$ cat src/rtl/lowpass_fir_fp_seq.sv
// Sequencing controller for a TAP_CNT-tap floating-point lowpass FIR with an external
// delay line, coefficient ROM/RAM and MAC. Define COEF_LOAD_EN to add the coefficient write port.
module lowpass_fir_fp_seq #(
    parameter int TAP_CNT = 31,
    parameter int AW      = 5,
    parameter int MAC_LAT = 4
) (
    input  logic          clk,
    input  logic          rst,
    input  logic          valid_in,
    input  logic [31:0]   data_in,
    output logic          ready_in,
    output logic          smp_we,
    output logic [AW-1:0] smp_waddr,
    output logic [31:0]   smp_wdata,
    output logic [AW-1:0] smp_raddr,
    output logic [AW-1:0] coef_raddr,
    output logic          mac_en,
    output logic          mac_first,
    output logic          mac_last,
    input  logic          mac_res_valid,
    input  logic [31:0]   mac_res,
    output logic          valid_out,
    output logic [31:0]   data_out,
    output logic          busy,
    output logic          err
`ifdef COEF_LOAD_EN
    ,
    input  logic          coef_wr_en,
    input  logic [AW-1:0] coef_wr_addr,
    input  logic [31:0]   coef_wr_data,
    output logic          coef_we,
    output logic          coef_wr_ready
`endif
);

    typedef enum logic [2:0] {
        CLEAR,
        IDLE,
        ISSUE,
        DRAIN,
        OUT
    } state_t;

    localparam logic [AW-1:0] LAST_IDX  = AW'(TAP_CNT - 1);
    localparam logic [AW-1:0] TAP_MOD   = AW'(TAP_CNT);
    localparam int            DCW       = $clog2(MAC_LAT + 2) + 1;
    localparam logic [DCW-1:0] DRAIN_LAST = DCW'(MAC_LAT + 1);

    state_t          state_q;
    logic [AW-1:0]   wr_ptr_q;
    logic [AW-1:0]   newest_q;
    logic [AW-1:0]   k_q;
    logic [DCW-1:0]  drain_q;
    logic [31:0]     data_q;
    logic            err_q;

    logic [AW-1:0]   wr_ptr_d;
    logic [AW-1:0]   rd_idx_d;
    logic            accept;
    logic            issuing;

    assign accept   = !rst && (state_q == IDLE) && valid_in;
    assign issuing  = !rst && (state_q == ISSUE);
    assign wr_ptr_d = (wr_ptr_q == LAST_IDX) ? '0 : wr_ptr_q + AW'(1);

    // (newest - k) mod TAP_CNT; the AW-bit wraparound cancels when TAP_MOD is added back.
    assign rd_idx_d = (newest_q >= k_q) ? (newest_q - k_q) : (newest_q - k_q + TAP_MOD);

    always_ff @(posedge clk) begin
        if (rst) begin
            state_q  <= CLEAR;
            wr_ptr_q <= '0;
            newest_q <= '0;
            k_q      <= '0;
            drain_q  <= '0;
            data_q   <= '0;
            err_q    <= 1'b0;
        end else begin
            case (state_q)
                CLEAR: begin
                    if (k_q == LAST_IDX) begin
                        k_q     <= '0;
                        state_q <= IDLE;
                    end else begin
                        k_q <= k_q + AW'(1);
                    end
                end
                IDLE: begin
                    if (valid_in) begin
                        newest_q <= wr_ptr_q;
                        wr_ptr_q <= wr_ptr_d;
                        k_q      <= '0;
                        state_q  <= ISSUE;
                    end
                end
                ISSUE: begin
                    if (k_q == LAST_IDX) begin
                        k_q     <= '0;
                        drain_q <= '0;
                        state_q <= DRAIN;
                    end else begin
                        k_q <= k_q + AW'(1);
                    end
                end
                DRAIN: begin
                    // A late result on the final DRAIN cycle still wins over the timeout.
                    if (mac_res_valid) begin
                        data_q  <= mac_res;
                        state_q <= OUT;
                    end else if (drain_q == DRAIN_LAST) begin
                        err_q   <= 1'b1;
                        state_q <= IDLE;
                    end else begin
                        drain_q <= drain_q + DCW'(1);
                    end
                end
                OUT: begin
                    state_q <= IDLE;
                end
                default: begin
                    state_q <= CLEAR;
                end
            endcase
        end
    end

    // Strobes are gated with rst so a reset cycle never issues memory or MAC traffic.
    assign ready_in   = !rst && (state_q == IDLE);
    assign smp_we     = (!rst && (state_q == CLEAR)) || accept;
    assign smp_waddr  = (state_q == CLEAR) ? k_q : wr_ptr_q;
    assign smp_wdata  = accept ? data_in : '0;
    assign mac_en     = issuing;
    assign coef_raddr = issuing ? k_q : '0;
    assign smp_raddr  = issuing ? rd_idx_d : '0;
    assign mac_first  = issuing && (k_q == '0);
    assign mac_last   = issuing && (k_q == LAST_IDX);
    assign valid_out  = !rst && (state_q == OUT);
    assign data_out   = rst ? '0 : data_q;
    assign busy       = rst || (state_q != IDLE);
    assign err        = !rst && err_q;

`ifdef COEF_LOAD_EN
    assign coef_wr_ready = !rst && (state_q == IDLE) && !valid_in;
    assign coef_we       = coef_wr_en && coef_wr_ready && (coef_wr_addr <= LAST_IDX);
`endif

endmodule

$ cat config.mk
export PLATFORM = sky130hd
export DESIGN_NAME = lowpass_fir_fp_seq
export DESIGN_NICKNAME = d
export VERILOG_FILES = /design/src/rtl/lowpass_fir_fp_seq.sv
export SDC_FILE = /design/constraint.sdc
export NUM_CORES = 1
export LEC_CHECK = 0
export ABC_AREA = 1
export BUFFER_PORTS_ARGS = -buffer_cell sky130_fd_sc_hd__buf_2
export CAP_MARGIN = 20
export CORE_MARGIN = 8
export CORE_UTILIZATION = 43
export CTS_BUF_LIST = sky130_fd_sc_hd__clkbuf_8
export CTS_CLUSTER_DIAMETER = 60
export DETAILED_ROUTE_END_ITERATION = 10
export PLACE_DENSITY = 0.79
export SYNTH_ARGS = -nofsm -noshare
export SYNTH_HDL_FRONTEND = slang
export SYNTH_SLANG_ARGS = --single-unit
$ cat constraint.sdc
create_clock -name clk -period 1.65 [get_ports clk]
set_clock_uncertainty 0.2 [all_clocks]
set_input_delay 0 -clock clk [delete_from_list [all_inputs] [get_ports clk]]
set_output_delay 0 -clock clk [all_outputs]
set_load 0.03 [all_outputs]
======== Word-level counts from Yosys, hierarchy flattened ========
Index checks and enable logic that the tools add are counted.
operators by class
  add/subtract/negate cells ............... 5
  multipliers ............................. 0
  div/mod/pow operators ................... 0
  order comparisons ....................... 1
  equality and inequality tests ........... 14
  shift-type cells ........................ 0
  mux-type cells .......................... 20
  bitwise gates (word level) .............. 1
  reduce and logical (&&, ||, !) cells .... 22
operator list
  cell                                            number
  two-way mux 32 bit                              2
  two-way mux 5 bit                               7
  two-way mux 3 bit                               5
  case mux 3 bit (5 select lines)                 1
  two-way mux 4 bit                               3
  adder 5 x 1 -> 5 bit (second input constant)    2
  == test 5 bit (second input constant)           2
  case mux 5 bit (2 select lines)                 1
  logical AND 1 bit                               8
  != test 2 bit (second input constant)           4
  case mux 4 bit (2 select lines)                 1
  AND reduction 4 bit                             2
  == test 3 x 2 -> 1 bit (second input constant)  2
  AND reduction 2 bit                             3
  adder 5 bit (second input constant)             1
  >= comparator 5 bit                             1
  zero test 5 bit                                 1
  subtractor 5 bit                                1
  adder 4 x 1 -> 4 bit (second input constant)    1
  == test 4 x 3 -> 1 bit (second input constant)  1
  nonzero test 2 bit                              2
  == test 3 x 1 -> 1 bit (second input constant)  1
  == test 3 bit (second input constant)           1
  zero test 3 bit                                 1
  other kinds (8)                                 9
word-level totals
  register bits ........................... 55
  bits in latches ......................... 0
  bits in writable memories ............... 0
  bits in read-only memories .............. 0
  input bits .............................. 68
  output and inout bits ................... 87
  logic and storage cells ................. 70
  memories kept ........................... 0

======== Depth between registers and ports, before layout ========
  depth in word-level cells ............... 4
  gate-level depth with buffers ........... 11
  mapped depth without buffers ............ 11

======== Least setup slack after synthesis ========
Ideal clock, no wire load.
  path type ............................... flip-flop to output port
  start point ............................. reg newest_q[0]
  end point ............................... out smp_raddr[4]
  arrival time ............................ 1.946 ns
  path slack .............................. -0.496 ns
  stages on the path, launching flop included .. 9
  path buffers ............................ 0
  path through ............................ dfxtp_1 -> inv_1 -> ha_1 -> fa_1 -> ha_1 -> nand3_1 -> nor2_1 -> nand2_1 -> a21oi_1
between the ends
  cells in the longest elaborated chain, start to end .. 4
ends and longest elaborated chain
  element                   RTL line  text
  start: declaration        52        logic [AW-1:0] newest_q;
  start signal: assignment  91        newest_q <= wr_ptr_q;
  subtractor 5 bit          68        assign rd_idx_d = (newest_q >= k_q) ? (newest_q - k_q) : (newest_q - k_q + TAP_MOD);
  adder 5 bit               68
  two-way mux 5 bit *       68
  two-way mux 5 bit *       135       assign smp_raddr = issuing ? rd_idx_d : '0;
  end: declaration          16        output logic [AW-1:0] smp_raddr,
Every way passes the cells marked *; elsewhere a longest branch is shown, timed or not.

======== Final worst setup path ========
  start point ............................. reg newest_q[0]
  end point ............................... out smp_raddr[2]
The elaborated chain is that of the path after synthesis.

==> reports/results.txt <==
status -> complete, but fails checks
failing checks -> setup timing
diode count -> 0
TritonCTS clock tree -> built
wire length on met1 -> 5.09 mm
final setup TNS -> -16.65 ns
setup slack after layout -> -0.707 ns
Final Hold Vio Count -> 0
part of the Yosys area used for sequential elements -> 34.9%
worst reg2reg startpoint -> k_q[0]
total wire length -> 15.3 mm
main flop type after synthesis -> dfxtp_1
Syn Inst Count -> 483
clk sink count -> 55
Avg Vias per Cell -> 5.26
H-tree depth -> 2
post-route cell area -> 6140 µm²
crit path launch -> newest_q[0]
max-cap violation count -> 0
pin count of the biggest net entering global routing -> 43
Total GRT Usage -> 24.5%
vias in the first global route -> 4421
synth cell count leaders -> 100 x inv_1, 94 x nor2_1, 57 x a21oi_1
Tcrit/Tclk final -> 143%
main area contributors after synthesis -> dfxtp_1 35%, inv_1 12%, nor2_1 11%
Max Slew Vio Count -> 0
EDFF count, synth -> 0
setup slack after placement -> -0.420 ns
CP endpoint -> smp_raddr[2]
Rows -> 31
top cell type's share of synthesized area -> 34.9%
Netlist cell types -> 29
Starting Density -> 44.0%
drt initial violations -> 259
Nets -> 806
Final setup viols -> 61
CP arrival -> 2.16 ns
first-pass GRT wire length -> 20.4 mm
area of the multi-input gates -> 2290 µm²
RSZ-0062 raised after global routing -> yes
vias post-DR -> 4332
crit end category -> output port
min cycle time layout -> 2.36 ns
Worst Min Path Start -> rst
Critical R2R Capture -> drain_q[3]
fin util -> 85.6%
post-synthesis net count -> 565
met3 wire length -> 1.33 mm
IO Port Bufs -> 154
Synth Warn # -> 0
Met2 Routed Length -> 8.14 mm
drc violations -> 0
area occupied by registers -> 1120 µm²
top-count cell post-synth -> inv_1
critical path startpoint category -> flip-flop
register bit total from synthesis -> 55
Worst Path Required -> 1.45 ns
Clock transition at path regs -> 0.11 ns
layout cells sized above 1 -> 50.8%
Inserted Clock Buffers -> 5
Synth Cell Area -> 3160 µm²
Area after DPL -> 4340 µm²
slew at the pin closest to its max-slew limit -> 0.344 ns
Die W -> 102 µm
Overflow after GRT -> 0
Final GP Congestion -> 0.828
Reg2Reg Depth -> 15
CTS max path bufs -> 2
DR WL/cell -> 18.6 µm
Max Fclk -> 424 MHz
First-pass DRT Iterations -> 5
Area Growth Syn to Fin -> 94.5%
CORE AREA -> 7180 µm²
async set or reset register ratio after synthesis -> 0%
post-DP HPWL -> 7.78 mm
worst-skew pair later-pin latency -> 0.32 ns
initial antenna violation count -> 0
area leader, netlist -> dfxtp_1
Post-DRT Antenna Nets -> 0
Max Used Layer -> met4
PwrDens -> 470 nW/µm²
clock root buffer -> clkbuf_8
WS Path Type -> flip-flop to output port
worst reg-to-reg setup slack -> -0.51 ns
leakage power -> 0.00283 µW
critical path fanouts, max -> 3
I/O Pins -> 155
Cells after DPL -> 753
Mapped Avg Cell Area -> 6.54 µm²
filler instances -> 363
class of the worst hold path -> input pin to flip-flop
worst rel slew slack -> 76.9%
die area -> 10300 µm²
die height -> 102 µm
Non-Filler Instances -> 824
maximum vdd ir drop -> 0.595 mV
-- kinds of logic (layout without fill, tap and decap cells) --
kind of cell,Yosys count,after routing,synth area share (%)
flip-flops,55,55,34.9
buffers and inverters,126,367,16.5
AND/OR/NAND/NOR,168,169,22.5
AO/OA/AOI/OAI,116,116,19.3
XOR/XNOR,4,4,1.11
adder cells (fa/ha/maj),14,14,5.78
-- state kept, by name (all words and copies together) (netlist names) --
signal    count
wr_ptr_q      5
k_q           5
data_q       32
state_q       3
newest_q      5
drain_q       4
err_q         1
-- power breakdown --
part	switching (µW)	leakage [µW]	internal (µW)	total (µW)
Sequential	9.24	0.000450	1330	1340
Combinational	398	0.00233	347	745
Clock	486	0.0000495	317	802
-- placed cells by master (no fill, tap or decap), types with 2 or more instances in the layout --
cell type and instances:
buf_16 2, nor3_4 2, buf_4 47, buf_2 100, clkbuf_8 5, nand4_1 3, nand2_4 7, nor2_2 6
nand2_8 2, dfxtp_2 7, nand2_1 31, inv_2 12, dlygate4sd3_1 36, buf_12 4, buf_6 64, o21ai_2 6
inv_4 7, a21oi_4 7, inv_6 4, nand2_2 9, ha_4 7, xor2_1 3, o21ai_1 27, dfxtp_4 4
inv_1 85, nand3_1 9, nor2_1 44, ha_1 6, nand3_2 3, nor3_1 2, a21oi_1 46, a21oi_2 7
nand3_4 3, nor2_4 47, dfxtp_1 44, o21ai_0 18
-- layer usage --
layer  up-vias  global-route usage, %
met4         0                   10.9
met5         -                      0
li1       1976                      -
met1      2029                   23.2
met3        70                   7.63
met2       257                   46.8
-- worst max-delay path, stage by stage (launching register included) --
cell     delay [ns]
dfxtp_2        0.34
inv_2          0.05
ha_4           0.16
fa_2           0.59
ha_4           0.16
inv_1          0.06
nor2_2         0.12
nand2_2        0.10
a21oi_4        0.13
buf_6          0.14
-- worst min-delay path by stage --
stage / to / slack [ns] / cells past startpoint
3_3_place_gp: data_q[24] / 0.06 / 3
2_1_floorplan: smp_wdata[0] / -0.05 / 2
4_1_cts: newest_q[0] / 0.002 / 4
6_report: state_q[1] / 0.01 / 5
3_5_place_dp: data_q[23] / 0.07 / 3
5_1_grt: state_q[1] / 0.06 / 5
-- cell type report --
cell class,instances,area share [%]
Inverter,105,6.78
Clock inverter,3,0.428
Clock buffer,5,1.12
Multi-Input combinational cell,303,37.3
Sequential cell,55,18.3
Timing Repair Buffer,254,34.1
Tap cell,99,2.02
-- what timing repair did --
action,4_1_cts,5_1_grt
cloned,3,2
hold buffers,36,0
setup buffers,17,12
gates resized for setup,248,82
endpoints found under the setup margin,60,99
hold endpoints to repair,43,0
pin swaps,30,23
-- metrics by stage --
stage                     power (µW)  hold slack, ns
after floorplan                 1610         -0.0486
after global placement          1770          0.0624
after detailed placement        1790          0.0715
after CTS                       2770         0.00216
after global routing            2980          0.0581
final                           2890          0.0123
(Power assumes the default switching activity.)
